## src/rtl/regfile_writeback_pkg.sv

```systemverilog
// Shared types and constants for the regfile writeback block.
// Optional feature macro: REGFILE_WB_BYPASS_EN (see regfile_writeback.sv).
package regfile_wb_pkg;

    localparam int WB_DEPTH_DEFAULT  = 4;
    localparam int WB_ADDR_W_DEFAULT = 5;
    localparam int WB_DATA_W_DEFAULT = 32;
    localparam int WB_NUM_REGS       = 32;
    localparam int REG_ZERO          = 0;

    // One writeback request: destination register and the value to write.
    typedef struct packed {
        logic [WB_ADDR_W_DEFAULT-1:0] dst;
        logic [WB_DATA_W_DEFAULT-1:0] data;
    } wb_req_t;

    // One-hot bit for a register index inside the 32-entry pending bitmap.
    function automatic logic [WB_NUM_REGS-1:0] reg_bit(input logic [31:0] idx);
        logic [WB_NUM_REGS-1:0] res;
        res = '0;
        if (idx < 32'(WB_NUM_REGS)) begin
            res = WB_NUM_REGS'(1) << idx;
        end
        return res;
    endfunction

endpackage

```

## src/rtl/regfile_writeback_if.sv

```systemverilog
// Bundle of the writeback request ports (W and Q) and the regfile-side outputs.
// Handshake: port W has no backpressure, a request is taken whenever w_valid is
// high. Port Q transfers when q_valid && q_ready are both high at a rising edge;
// q_ready never depends on q_valid in the same cycle.
interface regfile_writeback_if
    import regfile_wb_pkg::*;
#(
    parameter int ADDR_W = WB_ADDR_W_DEFAULT,
    parameter int DATA_W = WB_DATA_W_DEFAULT
);
    logic                   w_valid;
    logic [ADDR_W-1:0]      w_reg;
    logic [DATA_W-1:0]      w_data;
    logic                   q_valid;
    logic                   q_ready;
    logic [ADDR_W-1:0]      q_reg;
    logic [DATA_W-1:0]      q_data;
    logic                   wr_en;
    logic [ADDR_W-1:0]      wr_reg;
    logic [DATA_W-1:0]      wr_data;
    logic [WB_NUM_REGS-1:0] pending_mask;
    logic                   err_waw;

    modport master (
        output w_valid, w_reg, w_data, q_valid, q_reg, q_data,
        input  q_ready, wr_en, wr_reg, wr_data, pending_mask, err_waw
    );

    modport slave (
        input  w_valid, w_reg, w_data, q_valid, q_reg, q_data,
        output q_ready, wr_en, wr_reg, wr_data, pending_mask, err_waw
    );
endinterface

```

## src/rtl/regfile_writeback_wb_fifo.sv

```systemverilog
// Port-Q request FIFO. DEPTH must be a power of two so the pointers wrap
// naturally. Exposes per-slot valid/destination for the pending bitmap.
module wb_fifo #(
    parameter int DEPTH  = 4,
    parameter int ADDR_W = 5,
    parameter int DATA_W = 32,
    parameter int CW     = $clog2(DEPTH + 1)
) (
    input  logic                         clock,
    input  logic                         ctrl_reset,
    input  logic                         i_push,
    input  logic [ADDR_W-1:0]            i_push_reg,
    input  logic [DATA_W-1:0]            i_push_data,
    input  logic                         i_pop,
    output logic [ADDR_W-1:0]            o_head_reg,
    output logic [DATA_W-1:0]            o_head_data,
    output logic                         o_full,
    output logic [CW-1:0]                o_count,
    output logic [DEPTH-1:0]             o_ent_valid,
    output logic [DEPTH-1:0][ADDR_W-1:0] o_ent_reg
);
    localparam int PW = (DEPTH > 1) ? $clog2(DEPTH) : 1;

    typedef struct packed {
        logic [ADDR_W-1:0] dst;
        logic [DATA_W-1:0] data;
    } entry_t;

    entry_t        r_mem [DEPTH];
    logic [PW-1:0] r_wr_ptr;
    logic [PW-1:0] r_rd_ptr;
    logic [CW-1:0] r_count;
    logic          w_do_push;
    logic          w_do_pop;
    logic [PW-1:0] w_off;

    assign o_full    = (r_count == CW'(DEPTH));
    assign w_do_push = i_push && !o_full;
    assign w_do_pop  = i_pop && (r_count != '0);

    // Pointer and occupancy bookkeeping; a simultaneous push and pop leaves count unchanged.
    always_ff @(posedge clock or negedge ctrl_reset) begin
        if (!ctrl_reset) begin
            r_wr_ptr <= '0;
            r_rd_ptr <= '0;
            r_count  <= '0;
        end else begin
            if (w_do_push) r_wr_ptr <= r_wr_ptr + PW'(1);
            if (w_do_pop)  r_rd_ptr <= r_rd_ptr + PW'(1);
            case ({w_do_push, w_do_pop})
                2'b10:   r_count <= r_count + CW'(1);
                2'b01:   r_count <= r_count - CW'(1);
                default: r_count <= r_count;
            endcase
        end
    end

    // Storage write; cleared on reset so stale destinations never look live.
    always_ff @(posedge clock or negedge ctrl_reset) begin
        if (!ctrl_reset) begin
            for (int i = 0; i < DEPTH; i++) r_mem[i] <= '0;
        end else if (w_do_push) begin
            r_mem[r_wr_ptr] <= '{dst: i_push_reg, data: i_push_data};
        end
    end

    // A slot is live when its distance from the read pointer is below the count.
    always_comb begin
        w_off       = '0;
        o_ent_valid = '0;
        o_ent_reg   = '0;
        for (int i = 0; i < DEPTH; i++) begin
            w_off          = PW'(i) - r_rd_ptr;
            o_ent_valid[i] = (CW'(w_off) < r_count);
            o_ent_reg[i]   = r_mem[i].dst;
        end
    end

    assign o_head_reg  = r_mem[r_rd_ptr].dst;
    assign o_head_data = r_mem[r_rd_ptr].data;
    assign o_count     = r_count;

endmodule

```

## src/rtl/regfile_writeback.sv

```systemverilog
// Regfile write-port owner: merges pipeline writeback (W, priority, no stall)
// with buffered long-latency results (Q) into one registered write per cycle,
// and publishes a bitmap of registers with writes still in flight.
// Optional feature macro: REGFILE_WB_BYPASS_EN adds two read-bypass ports that
// forward the output stage to same-cycle regfile readers.
module regfile_writeback
    import regfile_wb_pkg::*;
#(
    parameter int DEPTH  = WB_DEPTH_DEFAULT,
    parameter int DATA_W = WB_DATA_W_DEFAULT,
    parameter int ADDR_W = WB_ADDR_W_DEFAULT
) (
    input  logic                clock,
    input  logic                ctrl_reset,
    regfile_writeback_if.slave  bus
`ifdef REGFILE_WB_BYPASS_EN
    ,
    input  logic [ADDR_W-1:0]   byp_reg_a,
    input  logic [ADDR_W-1:0]   byp_reg_b,
    output logic                byp_hit_a,
    output logic                byp_hit_b,
    output logic [DATA_W-1:0]   byp_data_a,
    output logic [DATA_W-1:0]   byp_data_b
`endif
);
    localparam int CW = $clog2(DEPTH + 1);
    localparam logic [ADDR_W-1:0] ZERO_REG = ADDR_W'(REG_ZERO);

    logic                         r_live;
    logic                         r_wr_en;
    logic [ADDR_W-1:0]            r_wr_reg;
    logic [DATA_W-1:0]            r_wr_data;
    logic                         r_err_waw;

    logic                         w_full;
    logic [CW-1:0]                w_count;
    logic [DEPTH-1:0]             w_ent_valid;
    logic [DEPTH-1:0][ADDR_W-1:0] w_ent_reg;
    logic [ADDR_W-1:0]            w_head_reg;
    logic [DATA_W-1:0]            w_head_data;

    logic                         w_q_ready;
    logic                         w_q_push;
    logic                         w_issue_w;
    logic                         w_pop;
    logic                         w_sel_en;
    logic [ADDR_W-1:0]            w_sel_reg;
    logic [DATA_W-1:0]            w_sel_data;
    logic [WB_NUM_REGS-1:0]       w_pending_mask;
    logic                         w_waw_hit;

    // Q is held off until the first edge after reset release, and whenever the
    // FIFO is full; a pop in the same cycle does not open a slot early.
    assign w_q_ready = r_live && !w_full;
    // Writes to r0 are accepted so the producer is not stalled, then dropped.
    assign w_q_push  = bus.q_valid && w_q_ready && (bus.q_reg != ZERO_REG);
    assign w_issue_w = bus.w_valid && (bus.w_reg != ZERO_REG);
    // FIFO pops use the registered count, so a same-cycle push waits one cycle.
    assign w_pop     = !w_issue_w && (w_count != '0);

    wb_fifo #(
        .DEPTH  (DEPTH),
        .ADDR_W (ADDR_W),
        .DATA_W (DATA_W),
        .CW     (CW)
    ) u_fifo (
        .clock       (clock),
        .ctrl_reset  (ctrl_reset),
        .i_push      (w_q_push),
        .i_push_reg  (bus.q_reg),
        .i_push_data (bus.q_data),
        .i_pop       (w_pop),
        .o_head_reg  (w_head_reg),
        .o_head_data (w_head_data),
        .o_full      (w_full),
        .o_count     (w_count),
        .o_ent_valid (w_ent_valid),
        .o_ent_reg   (w_ent_reg)
    );

    // Marks q_ready usable from the first edge after reset release.
    always_ff @(posedge clock or negedge ctrl_reset) begin
        if (!ctrl_reset) r_live <= 1'b0;
        else             r_live <= 1'b1;
    end

    // Issue select: W wins, otherwise the FIFO head, otherwise idle.
    always_comb begin
        w_sel_en   = 1'b0;
        w_sel_reg  = r_wr_reg;
        w_sel_data = r_wr_data;
        if (w_issue_w) begin
            w_sel_en   = 1'b1;
            w_sel_reg  = bus.w_reg;
            w_sel_data = bus.w_data;
        end else if (w_pop) begin
            w_sel_en   = 1'b1;
            w_sel_reg  = w_head_reg;
            w_sel_data = w_head_data;
        end
    end

    // Output stage feeding the regfile; reg/data hold when idle.
    always_ff @(posedge clock or negedge ctrl_reset) begin
        if (!ctrl_reset) begin
            r_wr_en   <= 1'b0;
            r_wr_reg  <= '0;
            r_wr_data <= '0;
        end else begin
            r_wr_en   <= w_sel_en;
            r_wr_reg  <= w_sel_reg;
            r_wr_data <= w_sel_data;
        end
    end

    // Pending bitmap: every live FIFO slot plus the output stage when it writes.
    always_comb begin
        w_pending_mask = '0;
        for (int i = 0; i < DEPTH; i++) begin
            if (w_ent_valid[i]) w_pending_mask = w_pending_mask | reg_bit(32'(w_ent_reg[i]));
        end
        if (r_wr_en) w_pending_mask = w_pending_mask | reg_bit(32'(r_wr_reg));
    end

    assign w_waw_hit = w_issue_w && ((w_pending_mask & reg_bit(32'(bus.w_reg))) != '0);

    // Sticky write-after-write flag; only reset clears it.
    always_ff @(posedge clock or negedge ctrl_reset) begin
        if (!ctrl_reset)    r_err_waw <= 1'b0;
        else if (w_waw_hit) r_err_waw <= 1'b1;
    end

    assign bus.q_ready      = w_q_ready;
    assign bus.wr_en        = r_wr_en;
    assign bus.wr_reg       = r_wr_reg;
    assign bus.wr_data      = r_wr_data;
    assign bus.pending_mask = w_pending_mask;
    assign bus.err_waw      = r_err_waw;

`ifdef REGFILE_WB_BYPASS_EN
    // Forward the write in flight to readers that sample the regfile this cycle.
    assign byp_hit_a  = r_wr_en && (r_wr_reg == byp_reg_a) && (byp_reg_a != ZERO_REG);
    assign byp_hit_b  = r_wr_en && (r_wr_reg == byp_reg_b) && (byp_reg_b != ZERO_REG);
    assign byp_data_a = byp_hit_a ? r_wr_data : '0;
    assign byp_data_b = byp_hit_b ? r_wr_data : '0;
`endif

endmodule
```

## src/flat_wrapper.sv

```systemverilog
// flat-port wrapper written by rule: the top's interface ports become plain ports
module regfile_writeback_flat import regfile_wb_pkg::*;
#(
    parameter int DEPTH  = WB_DEPTH_DEFAULT,
    parameter int DATA_W = WB_DATA_W_DEFAULT,
    parameter int ADDR_W = WB_ADDR_W_DEFAULT
)
  (clock, ctrl_reset, bus_w_valid, bus_w_reg, bus_w_data, bus_q_valid, bus_q_reg, bus_q_data, bus_q_ready, bus_wr_en, bus_wr_reg, bus_wr_data, bus_pending_mask, bus_err_waw);
  regfile_writeback_if #(.ADDR_W(ADDR_W), .DATA_W(DATA_W)) bus_i ();
  input  logic clock;
  input  logic ctrl_reset;
  input wire logic [$bits(bus_i.w_valid)-1:0] bus_w_valid;
  input wire logic [$bits(bus_i.w_reg)-1:0] bus_w_reg;
  input wire logic [$bits(bus_i.w_data)-1:0] bus_w_data;
  input wire logic [$bits(bus_i.q_valid)-1:0] bus_q_valid;
  input wire logic [$bits(bus_i.q_reg)-1:0] bus_q_reg;
  input wire logic [$bits(bus_i.q_data)-1:0] bus_q_data;
  output wire logic [$bits(bus_i.q_ready)-1:0] bus_q_ready;
  output wire logic [$bits(bus_i.wr_en)-1:0] bus_wr_en;
  output wire logic [$bits(bus_i.wr_reg)-1:0] bus_wr_reg;
  output wire logic [$bits(bus_i.wr_data)-1:0] bus_wr_data;
  output wire logic [$bits(bus_i.pending_mask)-1:0] bus_pending_mask;
  output wire logic [$bits(bus_i.err_waw)-1:0] bus_err_waw;
  assign bus_i.w_valid = bus_w_valid;
  assign bus_i.w_reg = bus_w_reg;
  assign bus_i.w_data = bus_w_data;
  assign bus_i.q_valid = bus_q_valid;
  assign bus_i.q_reg = bus_q_reg;
  assign bus_i.q_data = bus_q_data;
  assign bus_q_ready = bus_i.q_ready;
  assign bus_wr_en = bus_i.wr_en;
  assign bus_wr_reg = bus_i.wr_reg;
  assign bus_wr_data = bus_i.wr_data;
  assign bus_pending_mask = bus_i.pending_mask;
  assign bus_err_waw = bus_i.err_waw;
  regfile_writeback #(.DEPTH(DEPTH), .DATA_W(DATA_W), .ADDR_W(ADDR_W)) u_core (.clock(clock), .ctrl_reset(ctrl_reset), .bus(bus_i));
endmodule
```

## config.mk

```make
export PLATFORM = sky130hd
export DESIGN_NAME = regfile_writeback_flat
export DESIGN_NICKNAME = d
export VERILOG_FILES = /design/src/rtl/regfile_writeback_pkg.sv /design/src/rtl/regfile_writeback_if.sv /design/src/rtl/regfile_writeback_wb_fifo.sv /design/src/rtl/regfile_writeback.sv /design/src/flat_wrapper.sv
export SDC_FILE = /design/constraint.sdc
export NUM_CORES = 1
export LEC_CHECK = 0
export BUFFER_PORTS_ARGS = -buffer_cell sky130_fd_sc_hd__buf_4
export CAP_MARGIN = 25
export CELL_PAD_IN_SITES_DETAIL_PLACEMENT = 0
export CELL_PAD_IN_SITES_GLOBAL_PLACEMENT = 1
export CORE_UTILIZATION = 50
export DETAILED_ROUTE_END_ITERATION = 16
export PLACE_DENSITY_LB_ADDON = 0.25
export SLEW_MARGIN = 10
export SYNTH_ARGS = -nofsm -noshare
export SYNTH_HDL_FRONTEND = slang
export SYNTH_SLANG_ARGS = --single-unit
```

## constraint.sdc

```tcl
create_clock -name clock -period 9.4 [get_ports clock]
set_input_delay 0.94 -clock clock [delete_from_list [all_inputs] [get_ports clock]]
set_output_delay 0.94 -clock clock [all_outputs]
set_load 0.01 [all_outputs]
```

# Yosys cells after proc, flatten, opt, wreduce, memory -nomap -nowiden
# Cells that the tools add are included.
# classes
addsub	8
mul	0
div_mod_pow	0
magnitude_cmp	7
n_eq_ne	3
shifts	6
n_mux	22
n_bitwise	7
reduce_logical	17
# ops
operator	count
two-way mux 32 bit	11
<< shifter 1 x 5 -> 32 bit, first input constant	6
bitwise mux 148 bit	1
bitwise OR 32 bit	4
two-way mux 37 bit	3
binary-select mux 37 bit (select 2 bit)	1
demux 37 bit (select 2 bit)	1
AND 32 bit	1
nonzero test 32 bit	1
< comparator 2 x 3 -> 1 bit	4
two-way mux 5 bit	2
nonzero test 5 bit	2
logical AND 1 bit	9
greater-or-equal comparator 3 bit, second input constant	2
NOT 2 -> 3 bit	2
case mux 3 bit (2 select lines)	1
adder 2 x 1 -> 2 bit, second input constant	2
nonzero test 2 bit	2
subtractor 1 x 2 -> 2 bit, first input constant	2
subtractor 2 bit, first input constant	2
adder 3 x 1 -> 3 bit, second input constant	1
equality test 3 bit, second input constant	1
< comparator 3 x 1 -> 1 bit, second input constant	1
nonzero test 3 bit	1
5 further kinds	7
# totals
ff_bits	195
latchBits	0
ramBits	0
romBits	0
inputBits	78
output_inout_bits	72
word_cells	86
n_memories	0

# Depth between registers and ports, before layout
# depth
depth_word	14
ltp_mapped	14
ltp_nobuf	11

# Modules after synthesis
# A second synthesis with hierarchy kept.
# unflattened
cells_unflattened	874
hier_area_um2	10760.3
# by_module_without_submodules
module	n_inst	cells_each	area_per_inst_um2	seq_area_each_um2
wb_fifo	1	432	7184.4	3878.7
regfile_writeback	1	442	3575.9	1001.0

# Least setup slack after synthesis
# OpenSTA, ideal clock, no wires.
# synth_path
path_type	register -> output
from	reg u_core.u_fifo.r_rd_ptr[1]
to	out bus_pending_mask[27]
arrival_time_ns	2.692
required_ns	8.460
setup_slack_ns	5.768
path_stages_with_launch	11
n_path_buf	3
cell_sequence	dfrtp_1 -> clkbuf_1 -> buf_1 -> inv_1 -> ha_1 -> nor2b_1 -> a211o_1 -> buf_4 -> nor2b_1 -> a222oi_1 -> nand2_1
# synth_between
elab_chain_cells	11
elab_cells_between_ends	17
classes_between	4 x add/sub; 4 x order compare; 5 x mux; 4 x bitwise
# synth_lines
item	line_no	rtl
from (decl)	regfile_writeback_wb_fifo.sv:31	logic [PW-1:0] r_rd_ptr;
from (signal assigned)	regfile_writeback_wb_fifo.sv:49	if (w_do_pop) r_rd_ptr <= r_rd_ptr + PW'(1);
subtractor 1 x 2 -> 2 bit	regfile_writeback_wb_fifo.sv:73	w_off = PW'(i) - r_rd_ptr;
< comparator 2 x 3 -> 1 bit	regfile_writeback_wb_fifo.sv:74	o_ent_valid[i] = (CW'(w_off) < r_count);
two-way mux 32 bit	regfile_writeback.sv:120	if (w_ent_valid[i]) w_pending_mask = w_pending_mask | reg_bit(32'(w_ent_reg[i]));
bitwise OR 32 bit	regfile_writeback.sv:120	
two-way mux 32 bit	regfile_writeback.sv:120	
bitwise OR 32 bit	regfile_writeback.sv:120	
two-way mux 32 bit	regfile_writeback.sv:120	
bitwise OR 32 bit	regfile_writeback.sv:120	
two-way mux 32 bit *	regfile_writeback.sv:120	
bitwise OR 32 bit	regfile_writeback.sv:122	if (r_wr_en) w_pending_mask = w_pending_mask | reg_bit(32'(r_wr_reg));
two-way mux 32 bit *	regfile_writeback.sv:122	
to (decl)	flat_wrapper.sv:22	output wire logic [$bits(bus_i.pending_mask)-1:0] bus_pending_mask;
# Mark *: on every way between the ends. The rest lies on a longest branch, timed or not.

# Worst setup path in the final report
# layout_path
from	reg u_core.u_fifo.r_rd_ptr[0]
to	out bus_pending_mask[14]
# Same word-level chain as after synthesis.

==> flow_summary.toml <==
[run_status]
status = "complete, no violations"

[pwr]
pwr_density_cell_mw_per_mm2 = 373.2
switchingPower_uw = 1946
pwr-share-comb_pct = 50.1
p_sw_share_pct = 40.97
p_clk_share_pct = 16.4
seqPwrFrac_pct = 33.5
p_leak_uw = 0.005462
vdd_ir_drop_max_mv = 0.1568
p_int_uw = 2804

[worst_setup_path]
cp-end-kind = "primary output"
crit_arrival_ns = 3.78
cp.required_ns = 8.46
reg2reg_from = "u_core.u_fifo.r_rd_ptr[0]"
cp-startpoint = "u_core.u_fifo.r_rd_ptr[0]"
r2r-end = "u_core.bus.err_waw"
criticalPathCategory = "reg2out"
r2r_cells = 11
crit_path_max_fanout = 45
crit_path_start_kind = "flop"
r2r_slack_ns = 5.49

[synth]
synthCells = 920
netlist_area_mm2 = 0.01073
synth_edf_count = 0
synth-seq-cells = 195
synth_nets = 1008
synth_cell_types = 75
ys.flop_type = "dfrtp_1"
seq_area_frac_synth_pct = 45.48
yosysWarnings = 0
avgSynthCellArea_um2 = 11.66
ys_async_sr_fraction_pct = 100.0

[drt]
vias = 8276
viasPerCell = 6.227
routedWlPerCell_um = 23.57
postRouteAntennaNets = 0
drc = 0
wirelength_um = 31330
drtIter0Drc = 813
dr.pass1.iters = 6

[global_routing]
grt-ovfl-total = 0
grt_first_pass_wirelength_um = 48490
grt_max_degree = 118
grt_pass1_vias = 8298
antenna_found_initial = 0
track_usage_pct = 29.32

[cts]
clockBufferDepth = 2
cts_buffers = 17
cts_sinks = 195
postCtsHoldBufs = 0
cts_setup_buffers = 0
root_buffer = "clkbuf_16"
cts_resized = 0
ctsHtreeMaxLevel = 4
clkTransAtPathRegs_ns = 0.07
clock_latency_ns = 0.43
cts_tree = "built"

[hold_path]
holdPathEnd = "u_core.u_fifo.r_mem[68]"
hold_path.class = "reg2reg"
min-delay-start = "u_core.u_fifo.r_mem[68]"
holdPathStages = 1

[timing]
fin_crit_sh_pct = 50.16
finalSetupViolCount = 0
final-hold-violation-count = 0
period_needed_ns = 4.715
finalSetupTns_ns = 0
slew_headroom_pct = 32.25
fmax_mhz = 212.1
tightest_slew_ns = 1.007
finClkSkew_ns = 0.01274
report.final.slew_viol_count = 0
rsz0062_at_grt = "no"

[cells_and_area]
fillers = 1744
largest_reg_flops = 128
utilization_pct = 60.54
multi_input_area_mm2 = 0.005557
final_common_cell = "dfrtp_1"
final_nets = 1129
areaGrowthSynthToFinish_pct = 18.62
antennaDiodeCount = 0
final_cell_mix = "193 x dfrtp_1, 156 x buf_4, 148 x mux2_2"
drive_gt1_share_pct = 38.43
seq_area_mm2 = 0.004882

[floorplan]
die_h_um = 148.5
fp.dieW_um = 148.5
core_mm2 = 0.02102
num_io_pins = 150
initial_core_util_pct = 51.04
design.die.area_mm2 = 0.02205
rows = 53

[placement]
gp_congestion = 1.051
portBuffers = 149
hpwl_um = 21600

[flow_run]
maxCapViolCount = 0
cells in the mapped netlist (4+ instances only):
| master | n | area (um2) |
|---|---|---|
| dfrtp_1 | 195 | 4880 |
| mux2_2 | 148 | 1667 |
| nand2_1 | 81 | 304.0 |
| o21ai_0 | 42 | 210.2 |
| mux2i_1 | 37 | 370.4 |
| mux4_2 | 37 | 833.3 |
| nor2_1 | 35 | 131.4 |
| nand3_1 | 32 | 160.2 |
| clkbuf_1 | 28 | 105.1 |
| nor2b_1 | 28 | 175.2 |
| buf_2 | 18 | 90.09 |
| nand2b_1 | 18 | 112.6 |
| o22ai_1 | 17 | 106.4 |
| a31oi_1 | 16 | 100.1 |
| nand4_1 | 15 | 93.84 |
| inv_1 | 14 | 52.55 |
| nor3_1 | 13 | 65.06 |
| a32oi_1 | 12 | 105.1 |
| ha_1 | 9 | 112.6 |
| a22oi_1 | 8 | 60.06 |
| and2_1 | 8 | 50.05 |
| a21oi_1 | 6 | 30.03 |
| buf_1 | 6 | 22.52 |
| o211ai_1 | 6 | 45.04 |
| a211o_1 | 5 | 43.79 |
| or3_1 | 5 | 31.28 |
| and3_1 | 4 | 25.02 |
| buf_6 | 4 | 45.04 |
| nor4_1 | 4 | 25.02 |
| xnor2_1 | 4 | 35.03 |
how the worst max path moves through the flow:
stage / end
finish: bus_pending_mask[14]
global route: bus_pending_mask[14]
CTS: bus_pending_mask[14]
detailed placement: bus_pending_mask[14]
global placement: bus_pending_mask[14]
floorplan: bus_pending_mask[27]
cells by family (layout without fill, tap and decap cells):
logic type	Yosys count	count (layout)	share of synthesized area, %
adder cells (fa/ha/maj)	10	10	1.236
buffers and inverters	72	206	3.079
other	1	1	0.03495
AO/OA/AOI/OAI	152	152	10.33
flip-flops	195	195	45.48
AND/OR/NAND/NOR	261	261	12.51
multiplexers	222	222	26.75
XOR/XNOR	7	7	0.5714
power by group through the flow:
| stage | sequential (uW) | combinational, uW | clock, uW |
|---|---|---|---|
| final | 1590 | 2380 | 779 |
| after CTS | 1580 | 2350 | 799 |
| after global placement | 1570 | 2320 | 0 |
| after floorplan | 1490 | 1600 | 0 |
| after global routing | 1640 | 2540 | 829 |
| after detailed placement | 1590 | 2340 | 0 |
final cells by class:
cell class	instances	share of cell area, %
sequential	195	38.36
inverter	14	0.4129
multi-input combinational	653	43.66
timing repair buffer	160	9.841
clock buffer	18	3.451
clock inverter	14	1.573
tap	275	2.704
worst max-delay path: stages, from the launching register on:
cell      delay, ns
dfrtp_2        0.34
buf_4          0.65
xnor2_1        0.20
ha_1           0.36
nor2b_1        0.17
a211oi_2       0.86
nand2_1        0.23
o211ai_1       0.34
buf_4          0.18
stage by stage:
step           cells  power, uW  instance area, um2  worst slack [ns]  hold WS (ns)
2_1_floorplan    920       3091               10730             5.768        0.4723
3_3_place_gp    1293       3899               12010             5.177        0.4819
3_5_place_dp    1296       3933               12050             5.188        0.4880
4_1_cts         1328       4728               12690             4.715        0.5045
5_1_grt         1329       5013               12730             4.490        0.5111
6_report        1329       4749               12730             4.685        0.5014
per-layer routing:
metal / track usage [%] / vias up / routed length [um]
li1: - / 3686 / -
met1: 39.60 / 4154 / 13220
met2: 46.33 / 362 / 14980
met3: 6.503 / 74 / 2102
met4: 10.88 / 0 / 1020
met5: 0 / - / 0
(Power assumes the default switching activity.)
